### config.mk
export PLATFORM = sky130hd
export DESIGN_NAME = delay_sum_serializer
export DESIGN_NICKNAME = d
export VERILOG_FILES = /design/src/rtl/delay_sum_serializer_pkg.sv /design/src/rtl/delay_sum_serializer_channel_summer.sv /design/src/rtl/delay_sum_serializer.sv
export SDC_FILE = /design/constraint.sdc
export NUM_CORES = 1
export LEC_CHECK = 0
export ABC_CLOCK_PERIOD_IN_PS = 5450
export CORE_MARGIN = 5
export CORE_UTILIZATION = 40
export CTS_BUF_LIST = sky130_fd_sc_hd__clkbuf_4 sky130_fd_sc_hd__clkbuf_8 sky130_fd_sc_hd__clkbuf_16
export DETAILED_ROUTE_END_ITERATION = 8
export GPL_ROUTABILITY_DRIVEN = 0
export PLACE_DENSITY_LB_ADDON = 0.25
export SLEW_MARGIN = 20
export SYNTH_ARGS = -nofsm -noshare
export SYNTH_HDL_FRONTEND = slang
export SYNTH_HIERARCHICAL = 1
export SYNTH_SLANG_ARGS = --single-unit
### constraint.sdc
create_clock -name clk -period 5.45 [get_ports clk]
set_clock_uncertainty 0.2 [all_clocks]
set_input_delay 0.545 -clock clk [delete_from_list [all_inputs] [get_ports clk]]
set_output_delay 0.545 -clock clk [all_outputs]
set_load 0.1 [all_outputs]
### src/rtl/delay_sum_serializer_pkg.sv
// Shared constants and state encoding for the beamformer sum/serializer slice.
package delay_sum_serializer_pkg;
    localparam int NUMBER_OF_BITS = 8;
    localparam int NUM_CHANNELS   = 2;
    // Wide enough that the full channel sum can never wrap
    localparam int SUM_W = NUMBER_OF_BITS + $clog2(NUM_CHANNELS);
    localparam int CNT_W = $clog2(NUMBER_OF_BITS);

    typedef enum logic [1:0] {
        SYNC  = 2'd0,
        SHIFT = 2'd1,
        PAD   = 2'd2
    } state_t;
endpackage

### src/rtl/delay_sum_serializer_channel_summer.sv
// Masked sign-extended channel sum, arithmetic scale-down and saturation to sample width.
module channel_summer
    import delay_sum_serializer_pkg::*;
#(
    parameter int SUM_SHIFT = 1
) (
    input  logic [NUM_CHANNELS*NUMBER_OF_BITS-1:0] ch_data,
    input  logic [NUM_CHANNELS-1:0]                ch_enable,
    output logic [NUMBER_OF_BITS-1:0]              result,
    output logic                                   clipped
);
    localparam logic signed [SUM_W-1:0] MAX_V = SUM_W'((2 ** (NUMBER_OF_BITS - 1)) - 1);
    localparam logic signed [SUM_W-1:0] MIN_V = ~MAX_V;

    logic signed [SUM_W-1:0] acc;
    logic signed [SUM_W-1:0] scaled;

    always_comb begin
        acc = '0;
        for (int i = 0; i < NUM_CHANNELS; i++) begin
            if (ch_enable[i])
                acc = acc + SUM_W'($signed(ch_data[i*NUMBER_OF_BITS +: NUMBER_OF_BITS]));
        end
        scaled  = acc >>> SUM_SHIFT;
        result  = scaled[NUMBER_OF_BITS-1:0];
        clipped = 1'b0;
        if (scaled > MAX_V) begin
            result  = MAX_V[NUMBER_OF_BITS-1:0];
            clipped = 1'b1;
        end else if (scaled < MIN_V) begin
            result  = MIN_V[NUMBER_OF_BITS-1:0];
            clipped = 1'b1;
        end
    end
endmodule

### src/rtl/delay_sum_serializer.sv
// Sums delayed channels at each ws edge and shifts the mono word out MSB-first,
// padding with zeros until the next edge; a new edge always preempts the current word.
module delay_sum_serializer
    import delay_sum_serializer_pkg::*;
#(
    parameter int SUM_SHIFT = 1
) (
    input  logic                                   clk,
    input  logic                                   rst_n,
    input  logic                                   ws,
    input  logic [NUM_CHANNELS*NUMBER_OF_BITS-1:0] ch_data_in,
    input  logic [NUM_CHANNELS-1:0]                ch_enable,
    output logic                                   sd_out,
    output logic                                   word_loaded,
    output logic                                   sat_flag
);
    state_t                    state;
    logic                      prev_ws;
    logic                      ws_edge;
    logic [NUMBER_OF_BITS-1:0] shreg;
    logic [CNT_W-1:0]          bit_cnt;
    logic [NUMBER_OF_BITS-1:0] sum_word;
    logic                      clipped;

    channel_summer #(.SUM_SHIFT(SUM_SHIFT)) u_summer (
        .ch_data   (ch_data_in),
        .ch_enable (ch_enable),
        .result    (sum_word),
        .clipped   (clipped)
    );

    assign ws_edge = (ws != prev_ws);

    // shreg holds the bits still to be sent; the MSB goes straight to sd_out on load
    always_ff @(posedge clk) begin
        if (!rst_n) begin
            state       <= SYNC;
            prev_ws     <= 1'b0;
            shreg       <= '0;
            bit_cnt     <= '0;
            sd_out      <= 1'b0;
            word_loaded <= 1'b0;
            sat_flag    <= 1'b0;
        end else begin
            prev_ws     <= ws;
            word_loaded <= 1'b0;
            sat_flag    <= 1'b0;
            if (ws_edge) begin
                state       <= SHIFT;
                sd_out      <= sum_word[NUMBER_OF_BITS-1];
                shreg       <= {sum_word[NUMBER_OF_BITS-2:0], 1'b0};
                bit_cnt     <= '0;
                word_loaded <= 1'b1;
                sat_flag    <= clipped;
            end else begin
                case (state)
                    SHIFT: begin
                        if (bit_cnt == CNT_W'(NUMBER_OF_BITS - 1)) begin
                            state  <= PAD;
                            sd_out <= 1'b0;
                        end else begin
                            sd_out  <= shreg[NUMBER_OF_BITS-1];
                            shreg   <= {shreg[NUMBER_OF_BITS-2:0], 1'b0};
                            bit_cnt <= bit_cnt + CNT_W'(1);
                        end
                    end
                    SYNC, PAD: sd_out <= 1'b0;
                    default: begin
                        state  <= SYNC;
                        sd_out <= 1'b0;
                    end
                endcase
            end
        end
    end
endmodule

# --- Yosys cells after proc, flatten, opt, wreduce, memory -nomap -nowiden ---
# Index checks and enable logic that the tools add are counted.
# W data, S select, Z words.
totals:
  regBits: 16
  input_bits: 21
  output_inout_bits: 3
classes:
  add_sub_neg: 2
  n_lt_le_gt_ge: 2
  n_eq_ne: 8
  mux: 16
  n_bitwise: 3
  reduce_logical: 9
ops:
  columns: ["operator", "n"]
  rows:
  - ["$mux W8", 5]
  - ["$mux W9", 2]
  - ["$reduce_and A2 Y1", 5]
  - ["$add A9 B8 Y9", 1]
  - ["$gt A8 B8 Y1 const B", 1]
  - ["$lt A8 B8 Y1 const B", 1]
  - ["$mux W1", 7]
  - ["$ne A2 B2 Y1 const B", 3]
  - ["$pmux W2 S2", 1]
  - ["$reduce_or A2 Y1", 2]
  - ["$add A3 B1 Y3 const B", 1]
  - ["$eq A3 B3 Y1 const B", 1]
  - ["$ne A3 B3 Y1 const B", 1]
  - ["$not A1 Y1", 3]
  - ["$eq A2 B1 Y1 const B", 1]
  - ["$eq A2 B2 Y1 const B", 1]
  - ["$logic_not A2 Y1", 1]
  - ["$mux W2", 1]
  - ["$reduce_bool A2 Y1", 1]
  - ["$ne A1 B1 Y1", 1]

# --- Logic depth before layout (Yosys ltp) ---
# Gate-level depths: netlist of the first run.
logic_depth:
  depth_word: 7
  depth_mapped: 10
  mapped_depth_nobuf: 9

# --- Cells and area by module ---
# The synthesis of the first run kept the hierarchy.
by_module_without_submodules:
  columns: ["mod", "n_inst", "cells_per_inst", "area_each_um2", "seq_area_each_um2"]
  rows:
  - ["delay_sum_serializer", 1, 70, 678.2, 320.3]
  - ["channel_summer", 1, 74, 536.8, 0.0]

# --- Worst setup path before layout of the first run ---
# Ideal clock, no wire load.
synth_timing:
  kind: "input to register"
  start: "input ch_enable[0]"
  end: "register shreg[6]"
  setup_ps: 74
  arrival_ps: 2435
  t_required_ps: 5176
  setup_slack_ps: 2741
  path_stages: 10
  path_cell_list: "buf_2 and2_1 ha_1 a21o_1 a21o_1 a22oi_1 or4b_2 nand4_1 o21ai_0 a31oi_1"
synth_between:
  elab_chain_cells: 7
  word_cells_on_any_way: 8
  classes_between: "add/sub (1); order compare (2); mux (5)"
synth_rtl:
  columns: ["element", "line_no", "text"]
  rows:
  - ["start: declaration", "delay_sum_serializer.sv:12", "input logic [NUM_CHANNELS-1:0] ch_enable,"]
  - ["$mux W9 (*)", "delay_sum_serializer_channel_summer.sv:21", "if (ch_enable[i])"]
  - ["$add A9 B8 Y9", "delay_sum_serializer_channel_summer.sv:22", "acc = acc + SUM_W'($signed(ch_data[i*NUMBER_OF_BITS +: NUMBER_OF_BITS]));"]
  - ["$mux W9 (*)", "delay_sum_serializer_channel_summer.sv:21", null]
  - ["$lt A8 B8 Y1", "delay_sum_serializer_channel_summer.sv:30", "end else if (scaled < MIN_V) begin"]
  - ["$mux W8", "delay_sum_serializer_channel_summer.sv:30", null]
  - ["$mux W8 (*)", "delay_sum_serializer_channel_summer.sv:27", "if (scaled > MAX_V) begin"]
  - ["via sum_word[5]", "delay_sum_serializer.sv:22", "logic [NUMBER_OF_BITS-1:0] sum_word;"]
  - ["$mux W8 (*)", "delay_sum_serializer.sv:48", "if (ws_edge) begin"]
  - ["end signal: assignment", "delay_sum_serializer.sv:51", "shreg <= {sum_word[NUMBER_OF_BITS-2:0], 1'b0};"]
  - ["end signal: assignment", "delay_sum_serializer.sv:63", "shreg <= {shreg[NUMBER_OF_BITS-2:0], 1'b0};"]
  - ["end: declaration", "delay_sum_serializer.sv:20", "logic [NUMBER_OF_BITS-1:0] shreg;"]
# The timed path passes the listed nets; every way through them passes the cells marked *.
# A chain may end at the register's enable or synchronous reset.

# --- Final worst setup path of the first run ---
# Ends and elaborated chain as after synthesis.

==> results of run 1 <==
## cell type report
type                            instances  area (µm²)
Clock buffer                            4        36.3
Inverter                                1        3.75
Fill cell                             283        1510
Tap cell                               33        41.3
Timing Repair Buffer                   23         230
Multi-Input combinational cell        120         841
Sequential cell                        16         320
## cells in the mapped netlist (2+ instances only)
| cell type | count | area share (%) |
|---|---|---|
| nand3b_1 | 3 | 1.9 |
| buf_6 | 2 | 1.9 |
| a21oi_2 | 3 | 2.2 |
| ha_1 | 7 | 7.2 |
| or3_1 | 2 | 1.0 |
| buf_4 | 2 | 1.2 |
| nand4_1 | 2 | 1.0 |
| a21oi_1 | 2 | 0.82 |
| xnor2_1 | 4 | 2.9 |
| xor2_1 | 2 | 1.4 |
| nand2b_1 | 4 | 2.1 |
| and3_1 | 2 | 1.0 |
| dfxtp_1 | 16 | 26 |
| nor2_1 | 3 | 0.93 |
| a31oi_1 | 7 | 3.6 |
| clkbuf_1 | 2 | 0.62 |
| o21ai_0 | 12 | 4.9 |
| nor2b_1 | 2 | 1.0 |
| and2_1 | 8 | 4.1 |
| a21o_1 | 3 | 1.9 |
| nand2_1 | 22 | 6.8 |
| nand3_1 | 3 | 1.2 |
## critical path: cells and delay by family
| family | cells | cell delay [ns] |
|---|---|---|
| AND/OR/NAND/NOR | 4 | 0.88 |
| AO/OA/AOI/OAI | 4 | 0.74 |
| buffers and inverters | 1 | 0.59 |
| adder cells (fa/ha/maj) | 1 | 0.46 |
## cell families after synthesis
family / after synthesis
XOR/XNOR: 7
AND/OR/NAND/NOR: 62
adder cells (fa/ha/maj): 10
AO/OA/AOI/OAI: 39
other: 1
multiplexers: 1
buffers and inverters: 8
flip-flops: 16
## state kept, by name (all words and copies together), names as in the netlist
name,flops
bit_cnt,3
prev_ws,1
sat_flag,1
sd_out,1
shreg,7
state,2
word_loaded,1
## how the worst max path moves through the flow
stage / startpoint / end
after CTS: ch_enable[0] / shreg[6]$_SDFFE_PN0P_
after floorplan: ch_enable[0] / shreg[6]$_SDFFE_PN0P_
after global placement: ch_enable[0] / shreg[6]$_SDFFE_PN0P_
after detailed placement: ch_enable[0] / shreg[6]$_SDFFE_PN0P_
final: ch_enable[0] / shreg[6]$_SDFFE_PN0P_
after global routing: ch_enable[0] / sd_out$_SDFF_PN0_
## power breakdown
part,switching (mW),internal (mW),total (mW)
Clock,0.0370,0.0407,0.0777
Sequential,0.00467,0.126,0.131
Combinational,0.0540,0.0466,0.101
Total,0.0957,0.213,0.309
## layer usage
metal  vias up  wire (µm)
li1        557          -
met1       481       1090
met2        19       1190
met3         7        117
met4         0         51
met5         -          0
## placed cells by master (no fill, tap or decap), drive strengths merged, types with 4 or more instances in the layout
cell type,netlist,final
nand2b,4,4
nand2,23,23
xnor2,5,5
a21oi,5,5
dfxtp,16,16
ha,7,7
clkbuf,2,4
nor2,4,4
a31oi,7,7
and2,10,10
o21ai,13,13
clkdlybuf4s50,0,23
## metrics by stage
stage | total power [mW] | instances | hold slack (ns) | instance area, µm² | worst slack, ns
global placement | 0.232 | 193 | 0.251 | 1440 | 1.95
floorplan | 0.206 | 144 | 0.240 | 1210 | 2.74
global route | 0.328 | 197 | 0.302 | 1470 | 2.04
finish | 0.309 | 197 | 0.270 | 1470 | 2.17
CTS | 0.312 | 197 | 0.276 | 1470 | 2.17
detailed placement | 0.234 | 193 | 0.263 | 1440 | 1.86
==> impl_metrics.yaml, run 1 <==
status:
  status: "finished, final reports clean"
cts:
  ctsHoldBuffers: 0
  clockBufferDepth: 2
  cts_setup_buffers: 0
  cts.sinks: 16
  postCtsResizedCells: 0
  cts-root-buf: "clkbuf_4"
  path_clk_slew_ns: 0.09
  tritoncts: "yes"
  htreeDepth: 1
  clock_latency_ns: 0.29
  numCtsBuffers: 3
synthesis:
  ys_seq_area_share_pct: 26.4
  synth-adder-area-share_pct: 10.6
  synth_compound_gate_area_share_pct: 21.8
  synth_cells: 144
  syn_nets: 173
  synth_edf_count: 0
  yosys_register_bits: 16
  yosys-mux-area-fraction_pct: 0.927
  async_flop_share_pct: 0
  synthXorXnorAreaFrac_pct: 6.59
  synth_cell_types: 53
  syn_area_um2: 1210
  synth_flop_cell: "dfxtp_1"
  synthSimpleGateAreaFrac_pct: 28.9
  syn_area_per_cell_um2: 8.44
  yosys_warnings: 6
  synth_top_family_by_area: "simple AND/OR/NAND/NOR gates"
setup_path:
  slowest_delay_ns: 0.59
  worstSetupPathType: "input port to register"
  required_ns: 5.41
  reg2reg_from: "bit_cnt[0]$_SDFFE_PP0P_"
  ff2ff_setup_slack_ns: 3.59
  cp_max_fo: 14
  critPathCaptureType: "register"
  worstPathArrival_ns: 3.24
  reg2regPathDepth: 5
  crit_chain: "clkdlybuf4s50_1 > and3_1 > fa_1 > a21o_1 > or2_2 > a22oi_1 > or4b_2 > nand4_1 > o21ai_0 > a31oi_1"
  worst_setup_path_start_kind: "input port"
  r2r_end: "shreg[5]$_SDFFE_PN0P_"
  slowest_stage: "clkdlybuf4s50_1"
global_route:
  met3_usage_pct: 4.10
  grt_max_degree: 20
  met1_usage_pct: 13.8
  grt_overflow_total: 0
  antenna_found_initial: 0
  met2_usage_pct: 22.3
  grt_first_pass_wirelength_um: 4250
  busiest_layer: "met2"
  grt_pass1_vias: 1017
  grtUsageTotal_pct: 12.6
job:
  drv_cap: 0
route:
  finalWirelength_um: 2450
  num_vias: 1064
  drc_errors: 0
  firstDrtPassIters: 4
  viasPerCell: 5.40
  wl_per_cell_um: 12.4
  first_iter_violations: 32
  ant_nets: 0
die:
  std_cell_rows: 20
  core_area_um2: 2980
  die_h_um: 65.1
  dieArea_um2: 4240
  initial_core_util_pct: 40.8
  pin_count: 24
  fp.dieW_um: 65.1
hold_path:
  min_path_type: "register to register"
  worst_hold_path.num_cells: 2
  worstHoldStart: "shreg[1]$_SDFFE_PN0P_"
  min_to: "shreg[1]$_SDFFE_PN0P_"
finish:
  areaGrowthSynthToFinish_pct: 21.2
  final_util_pct: 49.5
  diodes: 0
  nets: 194
  drive_gt1_share_pct: 12.2
sta:
  slew_headroom_pct: 35.6
  fmax_mhz: 305
  rsz0062_at_grt: "no"
  finalCriticalPeriod_ns: 3.28
  finalHoldViolations: 0
  min_period_over_period_pct: 60.2
  slew_viol_final: 0
  setup_viol: 0
  tns_ns: 0
  worst_pin_slew_ns: 0.963
pwr:
  p_leak_nw: 0.557
  peakVddDrop_mv: 0.109
  power_density_nw_per_um2: 210
placed_design:
  place_hpwl_um: 1930
  port-buffer-count: 23
No activity file was read; power rests on OpenSTA's default activity.
==> run 2: changes to the inputs <==
ABC_CLOCK_PERIOD_IN_PS = 3000   (was 5450)
clock period = 3 ns   (was 5.45 ns; I/O delays follow)
==> impl_metrics.yaml, run 2 (synthesized netlist as in run 1, its figures left out) <==
cts:
  tritoncts: "yes"
  htreeDepth: 1
  postCtsResizedCells: 0
  cts-root-buf: "clkbuf_4"
  cts.sinks: 16
  path_clk_slew_ns: 0.08
  clockBufferDepth: 2
  numCtsBuffers: 3
  ctsHoldBuffers: 0
  cts_setup_buffers: 0
  clock_latency_ns: 0.28
route:
  finalWirelength_um: 2570
  firstDrtPassIters: 4
  first_iter_violations: 36
  wl_per_cell_um: 12.6
  num_vias: 1108
  viasPerCell: 5.40
  drc_errors: 0
  ant_nets: 0
sta:
  setup_slack_ns: 0.213
  worst_pin_slew_ns: 0.526
  slew_headroom_pct: 64.9
  setup_viol: 0
  min_period_over_period_pct: 92.9
  fmax_mhz: 359
  tns_ns: 0
  finalCriticalPeriod_ns: 2.79
  slew_viol_final: 0
  finalHoldViolations: 0
  rsz0062_at_grt: "no"
global_route:
  grtUsageTotal_pct: 14.0
  grt_overflow_total: 0
  antenna_found_initial: 0
  grt_pass1_vias: 1139
  grt_first_pass_wirelength_um: 4790
  grt_max_degree: 20
setup_path:
  crit_chain: "clkdlybuf4s50_1 > and3_1 > fa_1 > a21o_1 > or2_2 > a22oi_1 > o21ai_0 > a41oi_1 > nand2b_1 > a21boi_1"
  ff2ff_setup_slack_ns: 1.14
  worstSetupPathType: "input port to register"
  cpLargestDelayFamily: "compound AO/OA/AOI/OAI gates"
  critPathCaptureType: "register"
  required_ns: 3.01
  slowest_stage: "clkdlybuf4s50_1"
  worstPathArrival_ns: 2.80
  cp_num_buf_inv: 1
  worst_setup_path_start_kind: "input port"
  slowest_delay_ns: 0.51
  cp_max_fo: 7
pwr:
  p_leak_nw: 0.598
  peakVddDrop_mv: 0.291
  power_density_nw_per_um2: 355
job:
  drv_cap: 0
finish:
  largest_register_ff_count: 7
  nets: 203
  reg_top3: "shreg (7), bit_cnt (3), state (2)"
  most-common-layout-cells: "nand2_1, clkdlybuf4s50_1, dfxtp_1"
  diodes: 0
  regMostFlops: "shreg"
  areaGrowthSynthToFinish_pct: 25.0
  drive_gt1_share_pct: 18.0
  fill_cells: 287
  final_common_cell: "nand2_1"
die:
  fp.dieW_um: 65.1
  dieArea_um2: 4240
  initial_core_util_pct: 40.8
  pin_count: 24
  std_cell_rows: 20
  core_area_um2: 2980
  die_h_um: 65.1
placed_design:
  dp_slack_ns: -0.0835
  port-buffer-count: 23
  place_hpwl_um: 2070
hold_path:
  min_path_type: "register to register"
status:
  status: "finished, final reports clean"
==> run 2: cell count changes in the layout (fill, tap and decap cells not counted), sizes merged <==
cell	delta
clkdlybuf4s50	-3
clkbuf	-1
buf	+12
==> run 2: where the power goes <==
| group | internal [mW] | switching (mW) |
|---|---|---|
| clock network | 0.0466 | 0.0612 |
| registers | 0.229 | 0.00826 |
| logic | 0.0936 | 0.101 |
==> run 2: worst paths after layout <==
check / start / to / depth (start not counted)
hold reg to reg: bit_cnt[2]$_SDFFE_PP0P_ / bit_cnt[2]$_SDFFE_PP0P_ / 2
hold / removal: bit_cnt[2]$_SDFFE_PP0P_ / bit_cnt[2]$_SDFFE_PP0P_ / 2
setup / recovery: ch_enable[0] / sd_out$_SDFF_PN0_ / 10
setup reg to reg: bit_cnt[0]$_SDFFE_PP0P_ / shreg[2]$_SDFFE_PN0P_ / 5
==> run 2: routing by layer <==
metal	up-vias	routed length [µm]	track usage, %
met5	-	0	0
met4	0	0	2.33
met3	0	83	3.93
met2	14	1380	26.3
met1	515	1110	15.8
li1	579	-	-
==> run 2: area by class of cell <==
type                            instances  area (µm²)  area share (%)
Multi-Input combinational cell        120         841            55.4
Sequential cell                        16         320            21.1
Timing Repair Buffer                   32         290            19.1
Tap cell                               33        41.3            2.72
Clock buffer                            3        22.5            1.48
Inverter                                1        3.75           0.247
==> run 2: per-stage QoR <==
step	utilization [%]	total power [mW]	hold slack, ns	instances	cell area [µm²]
floorplan	-	0.374	0.227	144	1210
global placement	50.3	0.432	0.252	202	1500
detailed placement	50.3	0.437	0.266	202	1500
CTS	51.0	0.544	0.278	205	1520
global route	51.0	0.582	0.304	205	1520
finish	51.0	0.539	0.276	205	1520
==> run 2: worst register-to-register path, stage by stage, from the launching register on <==
cell	delay, ns
dfxtp_1	0.33
ha_1	0.21
ha_1	0.23
or3b_1	0.54
nand2_1	0.14
a31oi_1	0.08
